### config.mk
export PLATFORM = sky130hd
export DESIGN_NAME = pipe_sequencer
export DESIGN_NICKNAME = d
export VERILOG_FILES = /design/src/rtl/pipe_sequencer.sv
export SDC_FILE = /design/constraint.sdc
export NUM_CORES = 1
export LEC_CHECK = 0
export BUFFER_PORTS_ARGS = -buffer_cell sky130_fd_sc_hd__buf_2
export CAP_MARGIN = 20
export CORE_UTILIZATION = 56
export DETAILED_ROUTE_END_ITERATION = 10
export GPL_TIMING_DRIVEN = 0
export PLACE_DENSITY = 0.95
export SLEW_MARGIN = 30
export SYNTH_ARGS = -nofsm -noshare
export SYNTH_HDL_FRONTEND = slang
export SYNTH_SLANG_ARGS = --single-unit
### constraint.sdc
create_clock -name clk -period 3.2 [get_ports clk]
set_input_delay 0.32 -clock clk [delete_from_list [all_inputs] [get_ports clk]]
set_output_delay 0.32 -clock clk [all_outputs]
set_load 0.1 [all_outputs]
### src/rtl/pipe_sequencer.sv
// Pipeline sequencer: boot/load/exec/stop mode machine, fetch PC, execute-latency
// counter and per-register hold/advance/clear codes. PIPE_SEQ_PERF_EN adds stall/flush counters.
module pipe_sequencer #(
    parameter int unsigned     XLEN        = 32,
    parameter int unsigned     NSTAGE      = 3,
    parameter int unsigned     FLUSH_DEPTH = NSTAGE,
    parameter int unsigned     LAT_W       = 5,
    parameter int unsigned     BOOT_STALL  = 10000,
    parameter logic [XLEN-1:0] RESET_PC    = '0
) (
    input  logic                  clk,
    input  logic                  rstn,
    input  logic                  load_done,
    input  logic                  aa_sent,
    input  logic [LAT_W-1:0]      wait_time,
    input  logic                  busy,
    input  logic                  jump_dec,
    input  logic [XLEN-1:0]       dec_npc,
    input  logic                  redirect,
    input  logic [XLEN-1:0]       redirect_pc,
    input  logic                  stop_req,
    input  logic                  resume,
    output logic [XLEN-1:0]       pc,
    output logic [1:0]            mode,
    output logic [2*NSTAGE-1:0]   stage_update,
    output logic                  advance,
    output logic                  exec_start,
    output logic [LAT_W-1:0]      lat
`ifdef PIPE_SEQ_PERF_EN
    ,
    output logic [31:0]           perf_stall,
    output logic [31:0]           perf_flush
`endif
);

    localparam logic [1:0] MODE_BOOT = 2'd0;
    localparam logic [1:0] MODE_LOAD = 2'd1;
    localparam logic [1:0] MODE_EXEC = 2'd2;
    localparam logic [1:0] MODE_STOP = 2'd3;

    localparam logic [1:0] SU_HOLD = 2'b00;
    localparam logic [1:0] SU_ADV  = 2'b01;
    localparam logic [1:0] SU_CLR  = 2'b10;

    localparam int unsigned      BOOT_W  = 32;
    localparam logic [LAT_W-1:0] LAT_MAX = '1;

    logic [1:0]        mode_d;
    logic [BOOT_W-1:0] boot_cnt;
    logic [BOOT_W-1:0] boot_cnt_d;
    logic [XLEN-1:0]   pc_d;
    logic [LAT_W-1:0]  lat_d;
    logic              exec_start_d;
    logic              npc_stall;

    // Pipeline may move only when execute has waited long enough and fetch has a valid PC
    always_comb begin
        npc_stall = jump_dec && (lat == '0);
        advance   = (mode == MODE_EXEC) && !redirect && (lat >= wait_time)
                    && !busy && !npc_stall;
    end

    // Redirect clears only the youngest FLUSH_DEPTH registers; older ones keep their work
    always_comb begin
        stage_update = '0;
        for (int unsigned i = 0; i < NSTAGE; i++) begin
            if (mode != MODE_EXEC) begin
                stage_update[2*i +: 2] = SU_CLR;
            end else if (redirect) begin
                stage_update[2*i +: 2] = (i < FLUSH_DEPTH) ? SU_CLR : SU_HOLD;
            end else if (advance) begin
                stage_update[2*i +: 2] = SU_ADV;
            end else begin
                stage_update[2*i +: 2] = SU_HOLD;
            end
        end
    end

    // Next-state: mode, boot counter, PC and latency counter
    always_comb begin
        mode_d     = mode;
        boot_cnt_d = boot_cnt;
        pc_d       = pc;
        lat_d      = lat;
        case (mode)
            MODE_BOOT: begin
                if (boot_cnt >= BOOT_W'(BOOT_STALL)) begin
                    mode_d = MODE_LOAD;
                end else begin
                    boot_cnt_d = boot_cnt + BOOT_W'(1);
                end
            end
            MODE_LOAD: begin
                if (load_done && aa_sent) begin
                    mode_d = MODE_EXEC;
                    lat_d  = '0;
                end
            end
            MODE_EXEC: begin
                if (redirect) begin
                    pc_d  = redirect_pc;
                    lat_d = '0;
                end else if (advance) begin
                    pc_d  = pc + XLEN'(4);
                    lat_d = '0;
                end else if (npc_stall) begin
                    pc_d  = dec_npc;
                    lat_d = lat + LAT_W'(1);
                end else if ((lat < LAT_MAX) && (lat < wait_time)) begin
                    lat_d = lat + LAT_W'(1);
                end
                // A halt still lets this cycle's PC update land
                if (stop_req) begin
                    mode_d = MODE_STOP;
                end
            end
            MODE_STOP: begin
                if (resume) begin
                    mode_d = MODE_EXEC;
                    lat_d  = '0;
                end
            end
            default: begin
                mode_d = MODE_BOOT;
            end
        endcase
        exec_start_d = advance && (mode_d == MODE_EXEC);
    end

    always_ff @(posedge clk or negedge rstn) begin
        if (!rstn) begin
            mode       <= MODE_BOOT;
            boot_cnt   <= '0;
            pc         <= RESET_PC;
            lat        <= '0;
            exec_start <= 1'b0;
        end else begin
            mode       <= mode_d;
            boot_cnt   <= boot_cnt_d;
            pc         <= pc_d;
            lat        <= lat_d;
            exec_start <= exec_start_d;
        end
    end

`ifdef PIPE_SEQ_PERF_EN
    // Free-running EXEC stall and flush counters, wrapping at 2^32
    always_ff @(posedge clk or negedge rstn) begin
        if (!rstn) begin
            perf_stall <= '0;
            perf_flush <= '0;
        end else if (mode == MODE_EXEC) begin
            if (redirect) begin
                perf_flush <= perf_flush + 32'd1;
            end else if (!advance) begin
                perf_stall <= perf_stall + 32'd1;
            end
        end
    end
`endif

endmodule

==> metrics.md <==
| Metric | Value |
|---|---|
| Outcome | `finished, final reports clean` |
| Hold_ws | `roughly 190 ps` |
| Crit path to | `advance` |
| Worst min-delay path category | `input pin to flip-flop` |
| Leak | `2.54 nW` |
| Hold Vio Cnt, Final | `0` |
| Sequential area share after synthesis | `around 43%` |
| Cell count after placement | `just under 700` |
| Pin count of the biggest net entering global routing | `48` |
| Crit end category | `output pin` |
| Clock root buffer master | `clkbuf_8` |
| Layout cells sized above 1 | `a little under a third` |
| Max Cap Viol | `0` |
| Gpl congestion | `between 0.9 and 1` |
| Top-count cell post-synth | `dfrtp_1` |
| Post-layout nets | `between 600 and 700` |
| Clock Sinks | `between 70 and 80` |
| Top post-synthesis cells by count | `dfrtp_1, nand2_1, a21oi_1, clkbuf_1, nor2_1` |
| Yosys top cell area share | `a little over two fifths` |
| Num rows | `31` |
| Max Clock Skew | `between 9 and 10 ps` |
| CP startpoint | `lat[2]` |
| CTS tree | `yes` |
| Prevailing post-synth register cell | `dfrtp_1` |
| Drt drc | `0` |
| Synth cell types | `75` |
| CTS H-tree depth | `3` |
| Syn Inst Count | `457` |
| WP depth | `8` |
| Post-route setup TNS | `0 ps` |
| Yosys top cell by area | `dfrtp_1` |
| CP Launch Type | `flip-flop` |
| Port bufs | `124` |
| CTS max path bufs | `2` |
| GRT Residual Overflow | `0` |
| Number of diodes | `0` |
| Cell Chain, Critical Path | `ha_1 > a21o_1 > a31oi_2 > o31ai_4 > nand2_2 > inv_2 > buf_2 > buf_4` |
| Worst Reg2Reg Path Length in Cells | `9` |
| Pwr dens | `1080 mW/mm2` |
| P&R area growth vs syn | `24.8%` |
| Vias per cell | `~6.3` |
| Initial core utilization | `58.2%` |
| Max Slew Vio Count | `0` |
| Finished Core Util | `slightly above 70%` |
| Worst slew pin tran | `approximately 700 ps` |
| Core area | `between 0.007 and 0.008 mm2` |
| HPWL after DPL | `between 9 and 10 mm` |
| Global-route wire length before repair | `20.0 mm` |
| Synth Area per Inst | `~9.2 um2` |
| Full die area | `a little under 0.008 mm2` |
| Syn Std Cell Area | `approximately 0.0042 mm2` |
| WL/cell | `18.7 um` |
| Final cell count without fillers | `701` |
| WL final | `about 13 mm` |
| Fmax | `roughly 320 MHz` |
| Syn_nets | `between 500 and 600` |
| CP Max Fanout | `10` |
| Slowest CP cell | `dfrtp_4` |
| Critical path arrival | `between 2000 and 3000 ps` |
| Post-layout minimum cycle time | `slightly above 3000 ps` |
| EDFF count, synth | `0` |
| Post-synth ARST share | `100%` |
| Total number of vias | `between 4,000 and 5,000` |
| Global-route usage over all layers | `between 30 and 40%` |
| # IOs | `125` |
| Fin crit share | `approximately 97%` |
| Fillers | `around 530` |
| CTS Buf Count | `9` |
| Die width | `a little under 90 um` |
| CP Class | `flip-flop to output pin` |
| Seq cells post-synth | `72` |
| DR pass1 iterations | `7` |
| Skew-Pair Late Insertion Delay | `approximately 360 ps` |
| # setup viols final | `0` |
| Crit path required time | `between 2000 and 3000 ps` |
| Initial antenna violation count | `0` |
| FF-to-FF End | `pc[13]` |
| Clock-pin transition on the worst setup and hold timing paths | `80 ps` |
| Vias in the first global route | `about 4,300` |
| Yosys warns | `0` |
| Detailed Route Iter0 Violations | `around 530` |
| Worst path max stage delay | `~520 ps` |
| Reg-to-reg startpoint | `lat[2]` |
| Unrepaired setup endpoints after global routing | `false` |
| Worst path bufs/invs | `3` |
| Slew headroom | `about 53%` |
| ANT nets after route | `0` |
| Cell family with most CP delay | `buffers and inverters` |
| IR Drop Worst-Case VDD | `601 uV` |
| Top post-synthesis cells by area | `dfrtp_1, a21oi_1, nand2_1, ha_1, clkbuf_1` |
| Register-to-register setup slack | `around 380 ps` |
| Hold path depth | `3` |
| Die Ht | `between 80 and 90 um` |
cell type report:
type	count	area, um2	area share, %
inverter	20	78.8	1.50
timing repair buffer	129	697	13.2
tap	99	124	2.35
clock inverter	7	77.6	1.47
clock buffer	9	124	2.35
multi-input combinational	318	2120	40.3
buffer	47	230	4.37
sequential	72	1820	34.4
worst register-to-register path: cells and delay by family, from the launching register on:
kind                     cells  cell delay, ps
adder cells (fa/ha/maj)      1             330
flip-flops                   1             520
buffers and inverters        2             690
AO/OA/AOI/OAI                6            1190
routing by layer:
metal / track usage, % / share of wire, % / vias up
met2: 52.0 / 47 / 348
met3: 9.14 / 11 / 71
met1: 43.3 / 38 / 2079
li1: - / - / 1946
met5: 0 / 0 / -
met4: 19.6 / 4.6 / 0
cell families (layout without fill, tap and decap cells):
family                     after synthesis  after routing  synth area share [%]
and+or+nand+nor                        157            157                  20.4
AOI/OAI and AO/OA                      131            131                  22.4
DFF                                     72             72                  42.7
buffers and inverters                   67            212                  7.20
xor gates and xnor gates                14             14                  2.90
adders and majority gates               10             10                  2.96
muxes                                    6              6                  1.54
power breakdown:
part	switching, mW	internal [mW]
clock network	0.386	0.368
registers	0.340	1.17
logic	2.67	0.746
through the flow:
step / instance area (um2) / worst slack [ps] / power [mW]
2_1_floorplan: 4240 / 25.9 / 4.15
3_3_place_gp: 4990 / 257 / 4.74
3_5_place_dp: 5020 / 185 / 4.84
4_1_cts: 5240 / 29.1 / 5.60
5_1_grt: 5270 / 20.6 / 5.89
6_report: 5270 / 93.8 / 5.68
flip-flops by register name, indices dropped and copies added, names as in the netlist:
| register | count |
|---|---|
| boot_cnt | 32 |
| exec_start | 1 |
| lat | 5 |
| mode | 2 |
| pc | 32 |
cell usage in the layout (no fill, tap or decap), types with 11 or more instances in the layout:
master,count
buf_2,130
dfrtp_1,65
nand2_1,40
a21oi_1,33
clkbuf_1,25
nor2_1,21
inv_1,18
nand3_1,18
o21ai_0,16
and3_1,14
buf_4,11
timing repair:
action | CTS | global route
gates resized for setup | 5 | 3
hold endpoints to repair | 25 | 0
pin swaps | 0 | 1
gates cloned | 0 | 0
setup buffers | 0 | 3
hold buffers | 1 | 0
endpoints found under the setup margin | 4 | 4
worst min path at each step:
| stage | from | to | slack (ps) |
|---|---|---|---|
| after CTS | dec_npc[5] | pc[5] | 190 |
| after detailed placement | rstn | pc[1] | 260 |
| after global routing | dec_npc[5] | pc[5] | 170 |
| after floorplan | rstn | boot_cnt[0] | 20 |
| final | dec_npc[5] | pc[5] | 190 |
| after global placement | boot_cnt[28] | boot_cnt[28] | 440 |
(Power assumes the default switching activity.)
